`config.mk`:
```
export PLATFORM = sky130hd
export DESIGN_NAME = mrv32_ctrl_flat
export DESIGN_NICKNAME = d
export VERILOG_FILES = /design/src/rtl/mrv32_ctrl_if.sv /design/src/rtl/mrv32_ctrl.sv /design/src/flat_wrapper.sv
export SDC_FILE = /design/constraint.sdc
export NUM_CORES = 1
export LEC_CHECK = 0
export CAP_MARGIN = 20
export CORE_MARGIN = 2
export CORE_UTILIZATION = 40
export CTS_BUF_LIST = sky130_fd_sc_hd__clkbuf_2
export DETAILED_ROUTE_END_ITERATION = 12
export PLACE_DENSITY = 0.68
export SYNTH_ARGS = -nofsm -noshare
export SYNTH_HDL_FRONTEND = slang
export SYNTH_SLANG_ARGS = --single-unit
```
`constraint.sdc`:
```
create_clock -name clk -period 1.43 [get_ports clk]
set_input_delay 0.2145 -clock clk [delete_from_list [all_inputs] [get_ports clk]]
set_output_delay 0.2145 -clock clk [all_outputs]
set_load 0.1 [all_outputs]
```
`src/rtl/mrv32_ctrl_if.sv`:
```
// Control-sequencer bus: run, memory handshakes, decoder flags and datapath strobes.
// master = sequencer side, slave = datapath/memory side.
interface mrv32_ctrl_if #(
  parameter int CNT_W = 32
);
  logic             run;
  logic             imem_req;
  logic             imem_ready;
  logic             ir_wen;
  logic             dec_mem_ren;
  logic             dec_mem_wen;
  logic             dec_reg_wen;
  logic             dec_is_jal;
  logic             dec_unsupported;
  logic             alu_wen;
  logic             dmem_req;
  logic             dmem_we;
  logic             dmem_ready;
  logic             rf_wen;
  logic             pc_wen;
  logic             pc_sel;
  logic [CNT_W-1:0] instret;
  logic             halt;
  logic [1:0]       halt_cause;

  modport master (
    input  run, imem_ready, dmem_ready,
    input  dec_mem_ren, dec_mem_wen, dec_reg_wen, dec_is_jal, dec_unsupported,
    output imem_req, ir_wen, alu_wen, dmem_req, dmem_we, rf_wen, pc_wen, pc_sel,
    output instret, halt, halt_cause
  );

  modport slave (
    output run, imem_ready, dmem_ready,
    output dec_mem_ren, dec_mem_wen, dec_reg_wen, dec_is_jal, dec_unsupported,
    input  imem_req, ir_wen, alu_wen, dmem_req, dmem_we, rf_wen, pc_wen, pc_sel,
    input  instret, halt, halt_cause
  );
endinterface

```
`src/rtl/mrv32_ctrl.sv`:
```
// MRV32 multi-cycle sequencer: FETCH, DECODE, EXEC, [MEM], WB per instruction.
// Counts retired instructions; traps sticky on illegal encodings or memory timeouts.
module mrv32_ctrl #(
  parameter int MEM_TIMEOUT = 255,
  parameter int CNT_W       = 32
) (
  input  logic         clk,
  input  logic         rst_n,
  mrv32_ctrl_if.master bus
);
  localparam int            TW      = (MEM_TIMEOUT > 0) ? $clog2(MEM_TIMEOUT + 1) : 1;
  localparam logic [TW-1:0] TO_LAST = TW'((MEM_TIMEOUT > 0) ? MEM_TIMEOUT - 1 : 0);
  localparam logic          TO_EN   = (MEM_TIMEOUT > 0);

  typedef enum logic [2:0] {
    S_IDLE, S_FETCH, S_DECODE, S_EXEC, S_MEM, S_WB, S_HALT
  } state_t;

  state_t           r_state, w_next;
  logic             r_mem_ren, r_mem_wen, r_reg_wen, r_is_jal;
  logic [1:0]       r_cause, w_cause;
  logic [TW-1:0]    r_tcnt;
  logic [CNT_W-1:0] r_instret;
  logic             w_fetch_to, w_mem_to;

  // Trap fires on the MEM_TIMEOUT-th request cycle that still has no ready.
  assign w_fetch_to = TO_EN && (r_tcnt == TO_LAST) && !bus.imem_ready;
  assign w_mem_to   = TO_EN && (r_tcnt == TO_LAST) && !bus.dmem_ready;

  always_ff @(posedge clk or negedge rst_n) begin
    if (!rst_n) r_state <= S_IDLE;
    else        r_state <= w_next;
  end

  always_comb begin
    w_next          = r_state;
    w_cause         = r_cause;
    bus.imem_req    = 1'b0;
    bus.ir_wen      = 1'b0;
    bus.alu_wen     = 1'b0;
    bus.dmem_req    = 1'b0;
    bus.dmem_we     = 1'b0;
    bus.rf_wen      = 1'b0;
    bus.pc_wen      = 1'b0;
    bus.pc_sel      = 1'b0;
    bus.halt        = 1'b0;
    bus.halt_cause  = 2'b00;
    case (r_state)
      S_IDLE: begin
        if (bus.run) w_next = S_FETCH;
      end
      S_FETCH: begin
        bus.imem_req = 1'b1;
        bus.ir_wen   = bus.imem_ready;
        if (bus.imem_ready) begin
          w_next = S_DECODE;
        end else if (w_fetch_to) begin
          w_next  = S_HALT;
          w_cause = 2'b10;
        end
      end
      S_DECODE: begin
        if (bus.dec_unsupported) begin
          w_next  = S_HALT;
          w_cause = 2'b01;
        end else begin
          w_next = S_EXEC;
        end
      end
      S_EXEC: begin
        bus.alu_wen = 1'b1;
        w_next      = (r_mem_ren || r_mem_wen) ? S_MEM : S_WB;
      end
      S_MEM: begin
        bus.dmem_req = 1'b1;
        bus.dmem_we  = r_mem_wen;
        if (bus.dmem_ready) begin
          w_next = S_WB;
        end else if (w_mem_to) begin
          w_next  = S_HALT;
          w_cause = 2'b11;
        end
      end
      S_WB: begin
        // A latched store wins over a load, so it never writes rd.
        bus.rf_wen = r_reg_wen && !r_mem_wen;
        bus.pc_wen = 1'b1;
        bus.pc_sel = r_is_jal;
        w_next     = bus.run ? S_FETCH : S_IDLE;
      end
      S_HALT: begin
        bus.halt       = 1'b1;
        bus.halt_cause = r_cause;
      end
      default: w_next = S_IDLE;
    endcase
  end

  always_ff @(posedge clk or negedge rst_n) begin
    if (!rst_n) begin
      r_mem_ren <= 1'b0;
      r_mem_wen <= 1'b0;
      r_reg_wen <= 1'b0;
      r_is_jal  <= 1'b0;
    end else if (r_state == S_DECODE) begin
      r_mem_ren <= bus.dec_mem_ren;
      r_mem_wen <= bus.dec_mem_wen;
      r_reg_wen <= bus.dec_reg_wen;
      r_is_jal  <= bus.dec_is_jal;
    end
  end

  always_ff @(posedge clk or negedge rst_n) begin
    if (!rst_n) begin
      r_tcnt <= '0;
    end else if ((r_state == S_FETCH && !bus.imem_ready) ||
                 (r_state == S_MEM   && !bus.dmem_ready)) begin
      r_tcnt <= r_tcnt + TW'(1);
    end else begin
      r_tcnt <= '0;
    end
  end

  always_ff @(posedge clk or negedge rst_n) begin
    if (!rst_n) begin
      r_cause   <= 2'b00;
      r_instret <= '0;
    end else begin
      r_cause <= w_cause;
      if (r_state == S_WB) r_instret <= r_instret + CNT_W'(1);
    end
  end

  assign bus.instret = r_instret;
endmodule

```
`src/flat_wrapper.sv`:
```
// flat-port wrapper written by rule: the top's interface ports become plain ports
module mrv32_ctrl_flat 
#(
  parameter int MEM_TIMEOUT = 255,
  parameter int CNT_W       = 32
)
  (clk, rst_n, bus_run, bus_imem_ready, bus_dmem_ready, bus_dec_mem_ren, bus_dec_mem_wen, bus_dec_reg_wen, bus_dec_is_jal, bus_dec_unsupported, bus_imem_req, bus_ir_wen, bus_alu_wen, bus_dmem_req, bus_dmem_we, bus_rf_wen, bus_pc_wen, bus_pc_sel, bus_instret, bus_halt, bus_halt_cause);
  mrv32_ctrl_if #(.CNT_W(CNT_W)) bus_i ();
  input  logic clk;
  input  logic rst_n;
  input wire logic [$bits(bus_i.run)-1:0] bus_run;
  input wire logic [$bits(bus_i.imem_ready)-1:0] bus_imem_ready;
  input wire logic [$bits(bus_i.dmem_ready)-1:0] bus_dmem_ready;
  input wire logic [$bits(bus_i.dec_mem_ren)-1:0] bus_dec_mem_ren;
  input wire logic [$bits(bus_i.dec_mem_wen)-1:0] bus_dec_mem_wen;
  input wire logic [$bits(bus_i.dec_reg_wen)-1:0] bus_dec_reg_wen;
  input wire logic [$bits(bus_i.dec_is_jal)-1:0] bus_dec_is_jal;
  input wire logic [$bits(bus_i.dec_unsupported)-1:0] bus_dec_unsupported;
  output wire logic [$bits(bus_i.imem_req)-1:0] bus_imem_req;
  output wire logic [$bits(bus_i.ir_wen)-1:0] bus_ir_wen;
  output wire logic [$bits(bus_i.alu_wen)-1:0] bus_alu_wen;
  output wire logic [$bits(bus_i.dmem_req)-1:0] bus_dmem_req;
  output wire logic [$bits(bus_i.dmem_we)-1:0] bus_dmem_we;
  output wire logic [$bits(bus_i.rf_wen)-1:0] bus_rf_wen;
  output wire logic [$bits(bus_i.pc_wen)-1:0] bus_pc_wen;
  output wire logic [$bits(bus_i.pc_sel)-1:0] bus_pc_sel;
  output wire logic [$bits(bus_i.instret)-1:0] bus_instret;
  output wire logic [$bits(bus_i.halt)-1:0] bus_halt;
  output wire logic [$bits(bus_i.halt_cause)-1:0] bus_halt_cause;
  assign bus_i.run = bus_run;
  assign bus_i.imem_ready = bus_imem_ready;
  assign bus_i.dmem_ready = bus_dmem_ready;
  assign bus_i.dec_mem_ren = bus_dec_mem_ren;
  assign bus_i.dec_mem_wen = bus_dec_mem_wen;
  assign bus_i.dec_reg_wen = bus_dec_reg_wen;
  assign bus_i.dec_is_jal = bus_dec_is_jal;
  assign bus_i.dec_unsupported = bus_dec_unsupported;
  assign bus_imem_req = bus_i.imem_req;
  assign bus_ir_wen = bus_i.ir_wen;
  assign bus_alu_wen = bus_i.alu_wen;
  assign bus_dmem_req = bus_i.dmem_req;
  assign bus_dmem_we = bus_i.dmem_we;
  assign bus_rf_wen = bus_i.rf_wen;
  assign bus_pc_wen = bus_i.pc_wen;
  assign bus_pc_sel = bus_i.pc_sel;
  assign bus_instret = bus_i.instret;
  assign bus_halt = bus_i.halt;
  assign bus_halt_cause = bus_i.halt_cause;
  mrv32_ctrl #(.MEM_TIMEOUT(MEM_TIMEOUT), .CNT_W(CNT_W)) u_core (.clk(clk), .rst_n(rst_n), .bus(bus_i));
endmodule
```
==> impl_metrics.toml <==
[logic_synthesis]
synth.area.mux_share_pct = 2.20
syn_inst = 238
async_flop_share_pct = 100
yosys.area_share.simple_pct = 26.4
ys_warn_count = 0
synth-seq-cells = 49
synth_area_leaders = "dfrtp_1, xnor2_1, nand4_1, xor2_1, nand2_1"
synth_top_family_by_area = "simple AND/OR/NAND/NOR gates"
yosys.area.top_type = "dfrtp_1"
synth_edf_count = 0
syn_area_per_cell_um2 = 10.5
yosys.area.top_type_share_pct = 49.1
synthXorXnorAreaFrac_pct = 13.0
ys.flop_type = "dfrtp_1"
synth_compound_area_share_pct = 4.86
syn_nets = 251
synthDistinctLibCells = 43
syn_area_um2 = 2500
yosysSeqAreaShare_pct = 49.1
synthAdderAreaFrac_pct = 1.50

[layout]
fin_cells = 468
n_antenna_cell = 0
fillers = 318
ff_latch_area_um2 = 1310
area_growth_pct = 96.5
post-route-util_pct = 82.0
multiInputGateArea_um2 = 1480
drive_gt1_share_pct = 61.8
final_area_um2 = 4910
finalNetCount = 405

[routing]
wl_per_cell_um = 18.6
drtAntennaViolNets = 0
drtPass1Iterations = 4
num_vias = 2565
first_iter_violations = 134
drt_wl_total_um = 8700
drcViolationCount = 0
avgViaCountPerCell = 5.48

[clocking]
cts_inserted_buffers = 5
cts.path.max_buffers = 2
cts_sinks = 49
cts_root_buf = "clkbuf_2"
insertion_delay_ps = 470
cts_tree = "built"
clkTransAtPathRegs_ps = 300
h-tree-depth = 2

[global_route]
grt_max_degree = 50
grt_overflow = 0
grt_pass1_vias = 2572
grt_util_all_layers_pct = 21.9
antenna_found_initial = 0
grt_pass1_wl_um = 12200

[place]
post-place-ws_ps = -416
dpl.cell_count = 410
numPortBuffers = 52
placed_cell_area_um2 = 4080
dp_hpwl_um = 4510
gp_congestion = 0.807

[sta]
setup_ws_ps = -597
hold_violations = 0
fin_crit_ps = 2030
drv_slew = 0
holdWs_ps = 218
finalSetupViolations = 69
relSlewSlack_pct = 69.2
rsz0062_at_grt = "yes"
worst_pin_slew_ps = 455
timing.setup.tns_ps = -19840
finalCritPeriodShare_pct = 142
skew_ps = 53.2
max_freq_ghz = 0.493

[die]
die_x_um = 83.0
start_util_pct = 41.7
placementRows = 28
die-area_um2 = 6890
io_pins = 53
floorplan.die.height_um = 83.0
core_area_um2 = 5990

[status]
violations = "negative setup slack"
status = "finished, violations left"

[power]
power_mw = 7.10
p_per_area_nw_per_um2 = 1450
power.leakage_nw = 2.19
ir_worst_vdd_mv = 1.77

[critical_path]
endpoint_kind = "output pin"
crit_required_ps = 1220
critPathLaunchType = "register"
crit_path_max_fanout = 4
arrival_ps = 1810
path_class = "register to output pin"
r2r_slack_ps = -590

[hold_path]
min_path_type = "primary input to async pin"

[run]
max-cap-violations = 0
==> worst max-delay path: stages (launching register included) <==
cell and delay (ps):
dfrtp_2 520, or4bb_4 550, clkinvlp_4 100, buf_12 170
==> power by group <==
| part | total, mW | internal, mW | leakage, nW | switching (mW) |
|---|---|---|---|---|
| logic | 4.26 | 1.92 | 1.53 | 2.34 |
| clock network | 0.939 | 0.467 | 0.0529 | 0.472 |
| registers | 1.91 | 1.63 | 0.606 | 0.277 |
| total | 7.10 | 4.02 | 2.19 | 3.09 |
==> cells in the final DEF, fill, tap and decap left out, types with 4 or more instances in the layout <==
cell / count
and3_1: 5
dfrtp_1: 15
dfrtp_4: 15
xnor2_2: 5
dfrtp_2: 19
nand2_1: 14
buf_12: 45
nor2_4: 6
xor2_1: 10
xnor2_1: 22
nand4_1: 16
buf_6: 40
nand3_1: 9
buf_4: 58
and3_4: 4
clkdlybuf4s50_1: 8
clkbuf_2: 5
inv_1: 7
mux2_4: 4
nand2_2: 5
nor2_1: 12
==> cells by family after synthesis <==
kind of cell | after synthesis
multiplexers | 5
adder cells (fa/ha/maj) | 3
AO/OA/AOI/OAI | 16
XOR/XNOR | 37
AND/OR/NAND/NOR | 110
flip-flops | 49
buffers and inverters | 18
==> registers in the layout, summed over array words and instances, names as in the netlist <==
name	flops
u_core.r_mem_ren	1
u_core.r_is_jal	1
u_core.r_state	3
u_core.r_cause	2
u_core.bus.instret	32
u_core.r_tcnt	8
u_core.r_mem_wen	1
u_core.r_reg_wen	1
==> area by class of cell <==
type                    count  area share (%)
clock buffers               5           0.510
clock inverters             3            1.33
inverters                  12            1.17
multi-input cells         171            30.1
flip-flops and latches     49            26.6
well taps                  75            1.91
repair buffers            153            38.3
==> final timing paths <==
check / startpoint / to / depth (start not counted)
min: rst_n / u_core.bus.instret[23] / 3
max in group asynchronous: rst_n / u_core.bus.instret[6] / 3
max reg2reg: u_core.r_state[1] / u_core.bus.instret[15] / 6
min in group clk: bus_dec_mem_ren / u_core.r_mem_ren / 2
max: u_core.r_state[1] / bus_ir_wen / 3
min reg2reg: u_core.r_reg_wen / u_core.r_reg_wen / 1
==> routing by layer <==
metal / up-vias / GRT usage [%] / wire length [um]
met2: 124 / 40.4 / 4770
met1: 1270 / 25.2 / 3230
met4: 0 / 8.94 / 238
met3: 26 / 3.28 / 463
met5: - / 0 / 0
li1: 1145 / - / -
==> synthesized netlist by cell type (3+ instances only) <==
cell type and instances:
dfrtp_1 49, nor3b_1 3, nor2_1 19, and3_1 9, mux2_1 4, nor3_2 3
nand2_1 20, nand2b_1 3, nand3_1 15, nor3_1 3, xor2_1 10, a21oi_1 3
buf_2 5, nand4_1 16, and2_1 4, inv_2 3, ha_1 3, xnor2_1 27
inv_1 9
==> what timing repair did <==
action                                  4_1_cts  5_1_grt
gates cloned                                  1        0
hold buffers                                  1        0
resized for setup                            46       44
setup buffers                                31       20
pin swaps                                    24       21
endpoints found under the setup margin       68       82
hold endpoints to repair                     49        0
(Power assumes the default switching activity.)
